**config.mk**
```make
export PLATFORM = sky130hd
export DESIGN_NAME = pc_plus4_adder
export DESIGN_NICKNAME = d
export VERILOG_FILES = /design/src/rtl/pc_plus4_adder.sv
export SDC_FILE = /design/constraint.sdc
export NUM_CORES = 1
export LEC_CHECK = 0
export CAP_MARGIN = 20
export CORE_UTILIZATION = 43
export DETAILED_ROUTE_END_ITERATION = 16
export GPL_TIMING_DRIVEN = 0
export HOLD_SLACK_MARGIN = 0.12
export PLACE_DENSITY_LB_ADDON = 0.15
export SLEW_MARGIN = 30
export SYNTH_ARGS = -nofsm -noshare
export SYNTH_HDL_FRONTEND = slang
export SYNTH_SLANG_ARGS = --single-unit
```
**constraint.sdc**
```tcl
create_clock -name clk -period 7.2 [get_ports clk]
set_input_delay 2.16 -clock clk [delete_from_list [all_inputs] [get_ports clk]]
set_output_delay 2.16 -clock clk [all_outputs]
set_load 0.01 [all_outputs]
```
**src/rtl/pc_plus4_adder.sv**
```systemverilog
// PC incrementer: B + INC via chained 4-bit CLA groups, plus IF/ID register.
// Optional PC_ALIGN_CHECK_EN adds misalign / misalign_q outputs.
module pc_plus4_adder #(
  parameter int unsigned WIDTH = 64,
  parameter int unsigned INC   = 4
) (
  input  logic             clk,
  input  logic             rst_n,
  input  logic [WIDTH-1:0] B,
  input  logic             en,
  output logic [WIDTH-1:0] Out,
  output logic             carry,
  output logic [WIDTH-1:0] Out_q,
  output logic             carry_q,
  output logic             valid_q
`ifdef PC_ALIGN_CHECK_EN
  ,
  output logic             misalign,
  output logic             misalign_q
`endif
);

  localparam int unsigned NG = WIDTH / 4;
  localparam logic [WIDTH-1:0] A = WIDTH'(INC);

  if ((WIDTH % 4) != 0 || WIDTH < 8) begin : g_bad_width
    $error("WIDTH must be a multiple of 4 and >= 8");
  end

  logic [NG:0]      gc;
  logic [WIDTH-1:0] sum;

  assign gc[0] = 1'b0;

  for (genvar k = 0; k < NG; k++) begin : g_grp
    logic [3:0] g;
    logic [3:0] p;
    logic [3:0] c;
    logic       gg;
    logic       pp;
    logic       ci;

    assign ci = gc[k];
    assign g  = A[4*k +: 4] & B[4*k +: 4];
    assign p  = A[4*k +: 4] ^ B[4*k +: 4];

    assign c[0] = ci;
    assign c[1] = g[0] | (p[0] & ci);
    assign c[2] = g[1] | (p[1] & g[0])
                | (p[1] & p[0] & ci);
    assign c[3] = g[2] | (p[2] & g[1])
                | (p[2] & p[1] & g[0])
                | (p[2] & p[1] & p[0] & ci);

    // Group generate/propagate feed the next group's carry-in
    assign gg = g[3] | (p[3] & g[2])
              | (p[3] & p[2] & g[1])
              | (p[3] & p[2] & p[1] & g[0]);
    assign pp = &p;

    assign gc[k+1]      = gg | (pp & ci);
    assign sum[4*k +: 4] = p ^ c;
  end

  assign Out   = sum;
  assign carry = gc[NG];

  logic [WIDTH-1:0] Out_d;
  logic             carry_d;
  logic             valid_d;

  always_comb begin
    Out_d   = Out_q;
    carry_d = carry_q;
    valid_d = valid_q;
    if (en) begin
      Out_d   = Out;
      carry_d = carry;
      valid_d = 1'b1;
    end
  end

  always_ff @(posedge clk or negedge rst_n) begin
    if (!rst_n) begin
      Out_q   <= '0;
      carry_q <= 1'b0;
      valid_q <= 1'b0;
    end else begin
      Out_q   <= Out_d;
      carry_q <= carry_d;
      valid_q <= valid_d;
    end
  end

`ifdef PC_ALIGN_CHECK_EN
  logic misalign_d;

  assign misalign = |B[1:0];

  always_comb begin
    misalign_d = misalign_q;
    if (en) misalign_d = misalign;
  end

  always_ff @(posedge clk or negedge rst_n) begin
    if (!rst_n) misalign_q <= 1'b0;
    else        misalign_q <= misalign_d;
  end
`endif

endmodule

```
==> results.ini, run 1 <==
[worst_setup_path]
rr_worst_depth = 1
crit_end = Out[44]
crit_top_cell = clkdlybuf4s50_1
timing.rr.start = Out_q[47]$_DFFE_PN0P_
path_delay_family = simple AND/OR/NAND/NOR gates
critical_path_depth = 9
crit_path_top_delay_cell = clkdlybuf4s50_1
startpoint_type = primary input
crit_fanout = 5
rrSetupSlack_ns = 6.43
arrival_ns = 4.90
path_buf_inv = 2
worstSetupStartpoint = B[2]
worstSetupEndpointType = output pin
cpPeakStageDelay_ns = 0.49
worst_r2r_endpoint = Out_q[47]$_DFFE_PN0P_
critPathKind = in2out
path_cells = clkdlybuf4s50_1 > ha_2 > and4_4 > nand2_1 > or3_4 > or2_4 > nor3_2 > ha_1 > clkdlybuf4s50_1
required_ns = 5.04

[die]
ioPinCount = 198
coreArea_sq_um = 8300
die_h_microns = 95.0
initial_utilization_pct = 44.8
fp.dieW_microns = 95.0
die-area_sq_um = 9030
rows = 33

[grt]
grt_first_pass_wirelength_microns = 18000
grt_pass1_vias = 3656
grt.busiest_layer = met2
antenna_found_initial = 0
grt_max_degree = 48
grt_use_met3_pct = 7.34
met1_usage_pct = 30.8
grt.total_usage_pct = 26.1
grt_use_met2_pct = 45.6
gr-total-overflow = 0

[timing]
finalCriticalPeriod_ns = 7.06
setup_violations = 0
max_slew.worst_pin.slew_ns = 0.625
fin_crit_sh_pct = 98.1
finalHoldViolCount = 0
drv_slew = 0
fin_tns_setup_ns = 0
max_freq_mhz = 142
rsz0062_at_grt = false
finClkSkew_ns = 0
relSlewSlack_pct = 58.3

[drt]
drcViolationCount = 0
wl_per_cell_microns = 16.7
viasPerCell = 5.27
ant_nets = 0
drtPass1Iterations = 5
num_vias = 3646
wirelength_microns = 11500
drt-initial-drc-count = 92

[synthesis]
ys_ff_latch = 66
avgSynthCellArea_sq_um = 9.97
netlist_instances = 373
synth_cell_types = 35
ys_warn_count = 0
synth_area_sq_um = 3720
synth_nets = 454
yosysSeqAreaShare_pct = 44.4

[place]
port_buffers = 196
dpl.hpwl_microns = 8970
placed_cells = 675
place.gp.congestion = 0.827

[clocking]
path_clk_slew_ns = 0.07
root_buffer = clkbuf_8
cts_tree = yes
clock-sinks = 66
ctsHoldBuffers = 0
clockBufferDepth = 2
htree_levels = 3
clock_latency_ns = 0.33
cts_buffers = 9

[layout]
diodes = 0
fillers = 637
fin_util_pct = 73.5
finalNetCount = 663
drive_above_1_share_pct = 13.3
fin_cells = 692
areaGrowthSynthToFinish_pct = 64.0

[power]
ir_drop_mv = 0.0966
power.leakage_nw = 2.55
p_per_area_nw_per_um2 = 168

[run]
drv_cap = 0

[outcome]
outcome = finished clean

[worst_hold_path]
hp-class = reg2reg

==> cells in the mapped netlist <==
cell type	count	area (sq um)
and2_1	3	18.8
nor4_4	1	21.3
nand3_1	12	60.1
o21ai_0	7	35.0
nor4_1	4	25.0
and3_1	4	25.0
xor2_1	18	158
mux2_2	37	417
or3_1	9	56.3
nor3_1	3	15.0
ha_1	14	175
dfrtp_1	66	1650
buf_2	1	5.00
xnor2_1	18	158
buf_6	1	11.3
and4_1	10	87.6
inv_1	9	33.8
o2bb2ai_1	1	8.76
or4_1	4	30.0
nor2_1	70	263
clkbuf_1	9	33.8
or2_1	1	6.26
nand4_4	1	21.3
buf_4	5	37.5
clkinv_1	1	3.75
buf_1	2	7.51
a31oi_1	11	68.8
or2_2	2	12.5
nand4_1	16	100
nand3_2	1	10.0
nand3_4	1	17.5
and4bb_2	1	12.5
o31ai_1	4	30.0
nand2_1	25	93.8
and4b_1	1	10.0
==> layer usage <==
metal | vias up | wire (microns)
li1 | 1725 | -
met1 | 1747 | 4520
met2 | 160 | 5870
met3 | 14 | 1000
met4 | 0 | 137
met5 | - | 0
==> sequential cells by signal, summed over array words and instances, names as in the netlist <==
name	cells
Out_q	64
valid_q	1
carry_q	1
==> per-stage QoR <==
stage | power [W] | setup WS (ns) | hold WS, ns | instance area (sq um)
CTS | 0.00103 | 0.000756 | 0.473 | 6050
global route | 0.00107 | 0.0165 | 0.480 | 6100
finish | 0.00102 | 0.136 | 0.466 | 6100
detailed placement | 0.000712 | -0.540 | 0.453 | 5840
floorplan | 0.000526 | 0.908 | 0.510 | 3720
global placement | 0.000704 | -0.482 | 0.449 | 5810
==> placed cells by master, fill, tap and decap left out, types with 9 or more instances in the layout <==
cell type / instances
nor2_1: 70
nand2_1: 25
xor2_1: 16
dfrtp_1: 66
clkbuf_8: 11
clkdlybuf4s50_1: 189
ha_1: 12
clkbuf_1: 11
and4_1: 9
a31oi_1: 11
nand3_1: 12
inv_1: 9
nand4_1: 16
xnor2_1: 18
mux2_2: 37
==> kinds of logic (layout without fill, tap and decap cells) <==
| logic type | count (synthesis) | in the layout | share of synthesized area [%] |
|---|---|---|---|
| XOR/XNOR | 36 | 36 | 8.48 |
| flip-flops | 66 | 66 | 44.4 |
| AND/OR/NAND/NOR | 169 | 169 | 23.8 |
| AO/OA/AOI/OAI | 23 | 23 | 3.83 |
| multiplexers | 37 | 37 | 11.2 |
| adder cells (fa/ha/maj) | 14 | 14 | 4.71 |
| buffers and inverters | 28 | 242 | 3.57 |
==> worst min-delay path by stage <==
stage          cells past startpoint                start                   to
2_1_floorplan                      1  valid_q$_DFFE_PN0P_  valid_q$_DFFE_PN0P_
3_3_place_gp                       1  valid_q$_DFFE_PN0P_  valid_q$_DFFE_PN0P_
3_5_place_dp                       1  valid_q$_DFFE_PN0P_  valid_q$_DFFE_PN0P_
4_1_cts                            1  valid_q$_DFFE_PN0P_  valid_q$_DFFE_PN0P_
5_1_grt                            1  valid_q$_DFFE_PN0P_  valid_q$_DFFE_PN0P_
6_report                           1  valid_q$_DFFE_PN0P_  valid_q$_DFFE_PN0P_
==> report_power, final <==
group          internal, W  switching, W  total (W)
logic             0.000162      0.000118   0.000280
clock network     0.000179      0.000141   0.000320
registers         0.000406     0.0000183   0.000424
==> layout make-up <==
class,count,area (sq um),area share [%]
Multi-Input combinational cell,279,1990,32.5
Buffer,17,91.3,1.50
Tap cell,105,131,2.15
Clock inverter,2,35.0,0.574
Timing Repair Buffer,199,2010,32.9
Sequential cell,66,1650,27.1
Clock buffer,14,163,2.67
Inverter,10,37.5,0.615
==> timing repair <==
| action | CTS | global route |
|---|---|---|
| gates resized for setup | 8 | 11 |
| cloned | 0 | 0 |
| pin swaps | 1 | 1 |
| buffers inserted | 0 | 2 |
| endpoints found under the setup margin | 8 | 8 |
(Power assumes the default switching activity.)
==> run 2: changes to the inputs <==
--- a/config.mk
+++ b/config.mk
@@ -11,6 +11,7 @@
 export GPL_TIMING_DRIVEN = 0
 export HOLD_SLACK_MARGIN = 0.12
 export PLACE_DENSITY_LB_ADDON = 0.15
+export RECOVER_POWER = 50
 export SLEW_MARGIN = 30
 export SYNTH_ARGS = -nofsm -noshare
 export SYNTH_HDL_FRONTEND = slang
==> results.ini, run 2 (synthesized netlist as in run 1, its figures left out) <==
[worst_setup_path]
worstSetupEndpointType = output pin
arrival_ns = 4.90  ; about the same
path_cells = clkdlybuf4s50_1 > ha_2 > and4_4 > nand2_1 > or3_4 > or2_4 > nor3_2 > ha_1 > clkdlybuf4s50_1
crit_fanout = 5  ; unchanged
crit_top_cell = clkdlybuf4s50_1
critPathKind = in2out
startpoint_type = primary input
cpPeakStageDelay_ns = 0.49  ; about the same
required_ns = 5.04  ; about the same
crit_path_top_delay_cell = clkdlybuf4s50_1

[layout]
fin_area_sq_um = 6070  ; -0.45%
diodes = 0  ; unchanged
finalNetCount = 663  ; unchanged
mostFrequentLayoutCell = clkdlybuf4s50_1
drive_above_1_share_pct = 12.9  ; -0.34 points
areaGrowthSynthToFinish_pct = 63.3
largest-register = Out_q
largest_register_ffs = 64  ; unchanged
fin_cells = 692  ; unchanged
reg.largest.list = Out_q (64), carry_q (1), valid_q (1)
layout_common_cells = 134 x clkdlybuf4s50_1, 70 x nor2_1, 66 x dfrtp_1, 55 x dlygate4sd3_1, 37 x mux2_2

[clocking]
cts_tree = yes
clockBufferDepth = 2  ; unchanged
path_clk_slew_ns = 0.07  ; about the same
cts_buffers = 9  ; unchanged
clock_latency_ns = 0.33  ; about the same
clock-sinks = 66  ; unchanged
root_buffer = clkbuf_8
htree_levels = 3  ; unchanged

[grt]
gr-total-overflow = 0  ; unchanged
grt.total_usage_pct = 26.1  ; unchanged
grt_first_pass_wirelength_microns = 18000  ; unchanged
grt.busiest_layer = met2
grt_pass1_vias = 3656  ; unchanged
grt_max_degree = 48  ; unchanged
antenna_found_initial = 0  ; unchanged
grt_use_met2_pct = 45.6  ; unchanged
grt_use_met3_pct = 7.34  ; unchanged
met1_usage_pct = 30.8  ; unchanged

[drt]
drtPass1Iterations = 4  ; -1
viasPerCell = 5.25  ; -0.36%
ant_nets = 0  ; unchanged
drt-initial-drc-count = 84  ; -8.7%
num_vias = 3633  ; -0.36%
wl_per_cell_microns = 16.6  ; -0.42%
wirelength_microns = 11500  ; -0.42%
drcViolationCount = 0  ; unchanged

[place]
place.gp.congestion = 0.827  ; unchanged
port_buffers = 196  ; unchanged
place_area_sq_um = 5840  ; unchanged
placed_cells = 675  ; unchanged
dpl.hpwl_microns = 8970  ; unchanged

[outcome]
violations = max-capacitance violations, max-slew violations
outcome = complete, but fails checks

[run]
drv_cap = 1  ; +1

[timing]
max_slew.worst_pin.slew_ns = 2.54  ; +1.91 ns
fin_tns_setup_ns = 0  ; unchanged
finClkSkew_ns = 0  ; unchanged
finalHoldViolCount = 0  ; unchanged
drv_slew = 48  ; +48
max_freq_mhz = 142  ; about the same
fin_crit_sh_pct = 98.1  ; about the same
rsz0062_at_grt = false
relSlewSlack_pct = -69.3  ; -130 points
finalCriticalPeriod_ns = 7.06  ; -0.000476 ns
setup_violations = 0  ; unchanged

[die]
initial_utilization_pct = 44.8  ; unchanged
rows = 33  ; unchanged
fp.dieW_microns = 95.0  ; unchanged
die_h_microns = 95.0  ; unchanged
die-area_sq_um = 9030  ; unchanged
coreArea_sq_um = 8300  ; unchanged
ioPinCount = 198  ; unchanged

[power]
p_int_w = 0.000734  ; -1.8%
sw_frac_of_total_pct = 27.4  ; +0.30 points
seqPwrFrac_pct = 41.8  ; +0.4 points
power.leakage_nw = 2.54  ; -0.53%
power.switching_w = 0.000277  ; -0.28%
p_per_area_nw_per_um2 = 166  ; -0.91%
ir_drop_mv = 0.0947  ; -1.9%
power_frac_clock_pct = 31.8  ; +0.6 points
comb_power_share_pct = 26.4  ; -1.0 points

[worst_hold_path]
hp-class = reg2reg

## run 2: cell count changes in the layout (fill, tap and decap cells not counted)
cell             change
clkbuf_1             +2
dlygate4sd3_1       +55
buf_16               -1
buf_4                -1
clkdlybuf4s50_1     -55
## run 2: metal layers
| metal | routed length (microns) | vias to the layer above | part of all wire [%] |
|---|---|---|---|
| li1 | - | 1727 | - |
| met3 | 1020 | 14 | 8.9 |
| met4 | 154 | 0 | 1.3 |
| met5 | 0 | - | 0 |
| met2 | 5860 | 152 | 51 |
| met1 | 4450 | 1740 | 39 |
## run 2: power by group through the flow
stage | combinational [W] | sequential [W] | clock [W]
after floorplan | 0.0000784 | 0.000448 | 0
after global placement | 0.000275 | 0.000429 | 0
after detailed placement | 0.000281 | 0.000431 | 0
after CTS | 0.000282 | 0.000424 | 0.000326
after global routing | 0.000288 | 0.000427 | 0.000340
final | 0.000267 | 0.000423 | 0.000321
## run 2: final timing paths
| check | startpoint | end | slack, ns | cells past startpoint |
|---|---|---|---|---|
| min reg2reg | valid_q$_DFFE_PN0P_ | valid_q$_DFFE_PN0P_ | 0.46 | 1 |
| min | valid_q$_DFFE_PN0P_ | valid_q$_DFFE_PN0P_ | 0.46 | 1 |
| max reg2reg | Out_q[43]$_DFFE_PN0P_ | Out_q[43]$_DFFE_PN0P_ | 6.44 | 1 |
| max | B[2] | Out[44] | 0.14 | 9 |
| max in group asynchronous | rst_n | Out_q[43]$_DFFE_PN0P_ | 2.22 | 2 |
| min in group asynchronous | rst_n | Out_q[2]$_DFFE_PN0P_ | 2.03 | 1 |
## run 2: per-stage QoR
stage               hold WS, ns  total power, W  worst slack (ns)  util (%)
floorplan                 0.510        0.000526             0.908         -
global placement          0.449        0.000704            -0.482      70.0
detailed placement        0.453        0.000712            -0.540      70.3
CTS                       0.473         0.00103          0.000756      72.9
global route              0.474         0.00105            0.0165      73.2
finish                    0.460         0.00101             0.137      73.2
## run 2: area by class of cell
class,count,area (sq um)
buffer,17,91.3
clock buffer,14,163
clock inverter,2,35.0
fill,640,2230
inverter,10,37.5
multi-input combinational,279,1990
sequential,66,1650
tap,105,131
timing repair buffer,199,1980
## run 2: what timing repair did
item,CTS,global route
hold buffers,0,0
setup buffers,0,2
gates resized for setup,8,11
pin swaps,1,1
setup endpoints to repair,8,8
hold endpoints to repair,0,0
## run 2: critical path: cells and delay by family
family / cells / cell delay, ns
AND/OR/NAND/NOR: 5 / 1.29
buffers and inverters: 2 / 0.97
adder cells (fa/ha/maj): 2 / 0.47
==> run 3: changes to the inputs <==
--- a/config.mk
+++ b/config.mk
@@ -6,12 +6,14 @@
 export NUM_CORES = 1
 export LEC_CHECK = 0
 export CAP_MARGIN = 20
-export CORE_UTILIZATION = 43
+export CORE_UTILIZATION = 65
 export DETAILED_ROUTE_END_ITERATION = 16
+export DONT_BUFFER_PORTS = 1
 export GPL_TIMING_DRIVEN = 0
 export HOLD_SLACK_MARGIN = 0.12
 export PLACE_DENSITY_LB_ADDON = 0.15
 export RECOVER_POWER = 50
+export SKIP_CTS_REPAIR_TIMING = 1
 export SLEW_MARGIN = 30
 export SYNTH_ARGS = -nofsm -noshare
 export SYNTH_HDL_FRONTEND = slang
==> results.ini, run 3 (synthesized netlist as in run 1, its figures left out) <==
[power]
power_w = 0.000822  ; -19%
p_int_w = 0.000588  ; -20%
seqPwrFrac_pct = 54.7  ; +13 points
power.switching_w = 0.000234  ; -15%
ir_drop_mv = 0.145  ; +53%
p_per_area_nw_per_um2 = 206  ; +24%
sw_frac_of_total_pct = 28.5  ; +1.1 points
power.leakage_nw = 1.70  ; -33%
comb_power_share_pct = 11.5  ; -15 points
power_frac_clock_pct = 33.8  ; +2.0 points

[grt]
grt_pass1_vias = 3087  ; -16%
gr-total-overflow = 0  ; unchanged
grt.total_usage_pct = 32.4  ; +6.3 points
antenna_found_initial = 0  ; unchanged
grt_max_degree = 67  ; +40%
grt_first_pass_wirelength_microns = 14900  ; -17%

[clocking]
path_clk_slew_ns = 0.07  ; about the same
clockBufferDepth = 2  ; unchanged
cts_buffers = 9  ; unchanged
htree_levels = 3  ; unchanged
root_buffer = clkbuf_8
clock_latency_ns = 0.33  ; about the same
clock-sinks = 66  ; unchanged
cts_tree = yes

[layout]
layout_common_cells = 70 x nor2_1, 66 x dfrtp_1, 37 x mux2_2, 25 x nand2_1
finalNetCount = 465  ; -30%
areaGrowthSynthToFinish_pct = 7.00
largest_register_ffs = 64  ; unchanged
largest-register = Out_q
diodes = 0  ; unchanged
fillers = 448  ; -30%
drive_above_1_share_pct = 16.8  ; +3.8 points
reg.largest.list = Out_q (64), carry_q (1), valid_q (1)
fin_area_sq_um = 3980  ; -34%
mostFrequentLayoutCell = nor2_1

[worst_setup_path]
path_cells = ha_1 > and4_1 > nand2_1 > or3_1 > clkbuf_1 > or2_1 > nor4_1 > ha_1 > xor2_1
cpPeakStageDelay_ns = 0.35  ; -0.14 ns
worstSetupEndpointType = output pin
rr_worst_depth = 1  ; unchanged
arrival_ns = 4.44  ; -0.46 ns
crit_top_cell = ha_1
critPathKind = in2out
startpoint_type = primary input
required_ns = 5.04  ; about the same
crit_fanout = 5  ; unchanged
crit_path_top_delay_cell = or3_1

[die]
die-area_sq_um = 6030  ; -33%
ioPinCount = 198  ; unchanged
die_h_microns = 77.7  ; -18%
coreArea_sq_um = 5510  ; -34%
initial_utilization_pct = 67.6  ; +23 points
fp.dieW_microns = 77.7  ; -18%
rows = 27  ; -18%

[timing]
hold_ws_ns = 0.541  ; +0.0806 ns
finalHoldViolCount = 0  ; unchanged
max_slew.worst_pin.slew_ns = 0.571  ; -1.97 ns
relSlewSlack_pct = 62.0  ; +130 points
worst_slack_ns = 0.597  ; +0.460 ns
setup_violations = 0  ; unchanged
finClkSkew_ns = 0  ; unchanged
fin_tns_setup_ns = 0  ; unchanged
fin_crit_sh_pct = 91.7  ; -6.4 points
finalCriticalPeriod_ns = 6.60  ; -0.460 ns
max_freq_mhz = 151  ; +7.0%
rsz0062_at_grt = false
drv_slew = 0  ; -100%

[place]
dpl_worst_slack_ns = 0.609  ; +1.15 ns
place_area_sq_um = 3810  ; -35%
dpl.hpwl_microns = 7320  ; -18%
port_buffers = 0  ; -100%
place.gp.congestion = 0.830  ; +0.40%

[drt]
num_vias = 2916  ; -20%
drt-initial-drc-count = 209  ; +150%
wl_per_cell_microns = 20.8  ; +25%
drcViolationCount = 0  ; unchanged
drtPass1Iterations = 4  ; unchanged
viasPerCell = 6.34  ; +21%
wirelength_microns = 9580  ; -17%
ant_nets = 0  ; unchanged

[run]
drv_cap = 0  ; -1

[worst_hold_path]
hp-class = reg2reg
hold_depth = 1  ; unchanged

[outcome]
outcome = finished clean

==> run 3: final timing paths <==
check	from	to	slack [ns]
worst min-delay path	valid_q$_DFFE_PN0P_	valid_q$_DFFE_PN0P_	0.54
max in group asynchronous	rst_n	Out_q[21]$_DFFE_PN0P_	5.59
worst max register to register	Out_q[30]$_DFFE_PN0P_	Out_q[30]$_DFFE_PN0P_	6.36
min in group asynchronous	rst_n	Out_q[56]$_DFFE_PN0P_	1.51
worst max-delay path	B[2]	Out[49]	0.60
worst min register to register	valid_q$_DFFE_PN0P_	valid_q$_DFFE_PN0P_	0.54
==> run 3: power by group through the flow <==
stage | sequential [W] | combinational (W) | clock (W)
2_1_floorplan | 0.000448 | 0.0000784 | 0
3_3_place_gp | 0.000455 | 0.0000902 | 0
3_5_place_dp | 0.000456 | 0.0000944 | 0
4_1_cts | 0.000450 | 0.0000947 | 0.000278
5_1_grt | 0.000453 | 0.000103 | 0.000290
6_report | 0.000449 | 0.0000944 | 0.000278
==> run 3: per-layer routing <==
| layer | track usage (%) | up-vias | wire length [microns] |
|---|---|---|---|
| met4 | 15.3 | 0 | 156 |
| met3 | 10.7 | 15 | 959 |
| met5 | 0 | - | 0 |
| met1 | 35.6 | 1409 | 3620 |
| li1 | - | 1328 | - |
| met2 | 56.3 | 164 | 4840 |
==> run 3: cell type report <==
cell class	count	area, sq um	share of cell area (%)
Buffer	18	95.1	2.39
Clock buffer	12	155	3.90
Clock inverter	3	15.0	0.377
Inverter	10	37.5	0.943
Multi-Input combinational cell	279	1940	48.6
Sequential cell	66	1650	41.5
Tap cell	72	90.1	2.26
==> run 3: worst max-delay path, delay by kind of cell <==
family	cells	cell delay, ns
fa+ha+maj	2	0.37
xor+xnor	1	0.31
simple gates	5	1.41
buf+inv	1	0.19
==> run 3: through the flow <==
| step | std cells | utilization, % |
|---|---|---|
| floorplan | 373 | - |
| global placement | 445 | 69.2 |
| detailed placement | 445 | 69.2 |
| CTS | 460 | 72.3 |
| global route | 460 | 72.3 |
| finish | 460 | 72.3 |
==> variant, RTL diff (settings of run 3) <==
Add a define of `PC_ALIGN_CHECK_EN`.
--- a/src/rtl/pc_plus4_adder.sv
+++ b/src/rtl/pc_plus4_adder.sv
@@ -1,4 +1,6 @@
 // PC incrementer: B + INC via chained 4-bit CLA groups, plus IF/ID register.
 // Optional PC_ALIGN_CHECK_EN adds misalign / misalign_q outputs.
+`define PC_ALIGN_CHECK_EN
+
 module pc_plus4_adder #(
   parameter int unsigned WIDTH = 64,
Formal check against the unedited RTL (old outputs only; new: misalign and misalign_q): equivalent (Yosys induction, for registers that start in step).
==> variant against run 3 <==
Largest cell class unchanged; sequential power increased by 2%; power increased by 2.4%; combinational power increased by 4.4%; wire length increased by 6.2%; register-to-register slack got worse by 0.07 ns; area after synthesis increased by 4.3%; setup slack got worse by 0.069 ns; sequential share of layout area decreased by 0.96 points; maximum frequency decreased by 1.0%; final area increased by 3.9%; sequential cell count increased by 1.
==> variant: results <==
group,metric,value,unit
logic_synthesis,synthAdderAreaFrac,3.55,%
finish,nets,484,
global_routing,grt_pass1_wl,15600,µm
sta,skew,0,ns
cts,clk_pin_slew,0.07,ns
worst_setup_path,critPathSlowestCell,"xor2_1",
logic_synthesis,synth_seq_area_share,43.2,%
routing,firstDrtPassIters,5,
placement,gp_congestion,0.869,
cts,clk_latency,0.34,ns
global_routing,grtUsageTotal,33.1,%
global_routing,grt_pass1_vias,3105,
routing,wl_per_cell,21.1,µm
outcome,status,"finished clean",
logic_synthesis,syn_nets,473,
power_and_ir_drop,p_leak,1.71,nW
cts,numCtsBuffers,9,
finish,antenna_cells,0,
logic_synthesis,synthTopCellsByCount,"dfrtp_1 (67), nor2_1 (42), mux2_2 (39)",
global_routing,grt_max_degree,68,
logic_synthesis,synthTopCellsByArea,"dfrtp_1 (43%), mux2_2 (11%), nor2_1 (4.1%)",
logic_synthesis,synth_xor_area_share,6.32,%
cts,cts-root-buf,"clkbuf_8",
routing,viasPerCell,6.60,
worst_setup_path,cp_max_fo,10,
sta,worst_slew_pin_slew,0.702,ns
logic_synthesis,synth_compound_area_share,8.03,%
worst_setup_path,arrival,4.51,ns
finish,drive_above_1_share,17.0,%
logic_synthesis,yosys-mux-area-fraction,11.3,%
worst_hold_path,hold_class,"reg2reg",
worst_setup_path,cp_slowest_stage_delay,0.38,ns
power_and_ir_drop,p_switching,0.242,mW
placement,hpwl,7730,µm
logic_synthesis,synth.distinct_cells,37,
power_and_ir_drop,vdd_ir_drop_max,0.117,mV
placement,dp_worst_setup_slack,0.556,ns
routing,drtIter0Drc,269,
placement,port-buffer-count,0,
## variant: cell types whose count changed in the layout (fill, tap and decap cells not counted), sizes merged, moves of 4 or more
cell           run 3  this run
a31oi             11        22
clkbuf            21        26
nand2             25        38
nor2              70        42
o21ai              7        11
o31ai              4        10
or4                4        12
xnor2             18        13
## variant: final cells by class
type | count | area, µm²
multi-input combinational | 296 | 2040
sequential | 67 | 1680
fill | 447 | 1510
clock buffer | 12 | 155
buffer | 21 | 105
tap | 72 | 90.1
inverter | 11 | 41.3
clock inverter | 4 | 25.0
## variant: metal layers
| metal | wire [µm] | global-route usage, % |
|---|---|---|
| met3 | 1010 | 10.0 |
| met4 | 222 | 13.8 |
| met1 | 3980 | 40.9 |
| met2 | 4960 | 53.8 |
| met5 | 0 | 0 |
## variant: final timing paths
check	from	endpoint	slack [ns]	cells past startpoint
setup / recovery	B[2]	Out[41]	0.53	9
hold / removal	valid_q	valid_q	0.56	1
hold reg to reg	valid_q	valid_q	0.56	1
max in group asynchronous	rst_n	Out_q[39]	5.58	0
min in group asynchronous	rst_n	Out_q[28]	1.51	0
setup reg to reg	Out_q[35]	Out_q[35]	6.29	1
## variant: stage by stage
| step | hold WS [ns] | std cells | instance area (µm²) | util (%) |
|---|---|---|---|---|
| after floorplan | 0.509 | 395 | 3880 | - |
| after global placement | 0.534 | 467 | 3970 | 70.4 |
| after detailed placement | 0.537 | 467 | 3970 | 70.4 |
| after CTS | 0.557 | 483 | 4150 | 73.6 |
| after global routing | 0.581 | 483 | 4140 | 73.3 |
| final | 0.563 | 483 | 4140 | 73.3 |
## variant: critical path, delay by kind of cell
| kind | cells | cell delay, ns |
|---|---|---|
| adder cells (fa/ha/maj) | 2 | 0.34 |
| AND/OR/NAND/NOR | 4 | 1.00 |
| XOR/XNOR | 1 | 0.38 |
| buffers and inverters | 2 | 0.63 |
## variant: logic make-up after synthesis
family / Yosys count
AND/OR/NAND/NOR: 170
flip-flops: 67
AO/OA/AOI/OAI: 48
multiplexers: 39
buffers and inverters: 32
XOR/XNOR: 28
adder cells (fa/ha/maj): 11
## variant: power groups by stage
stage               registers, mW  clock network [mW]  logic [mW]
floorplan                   0.455                   0      0.0834
global placement            0.463                   0      0.0955
detailed placement          0.464                   0      0.0992
CTS                         0.458               0.286      0.0995
global route                0.461               0.305       0.108
finish                      0.457               0.286      0.0986
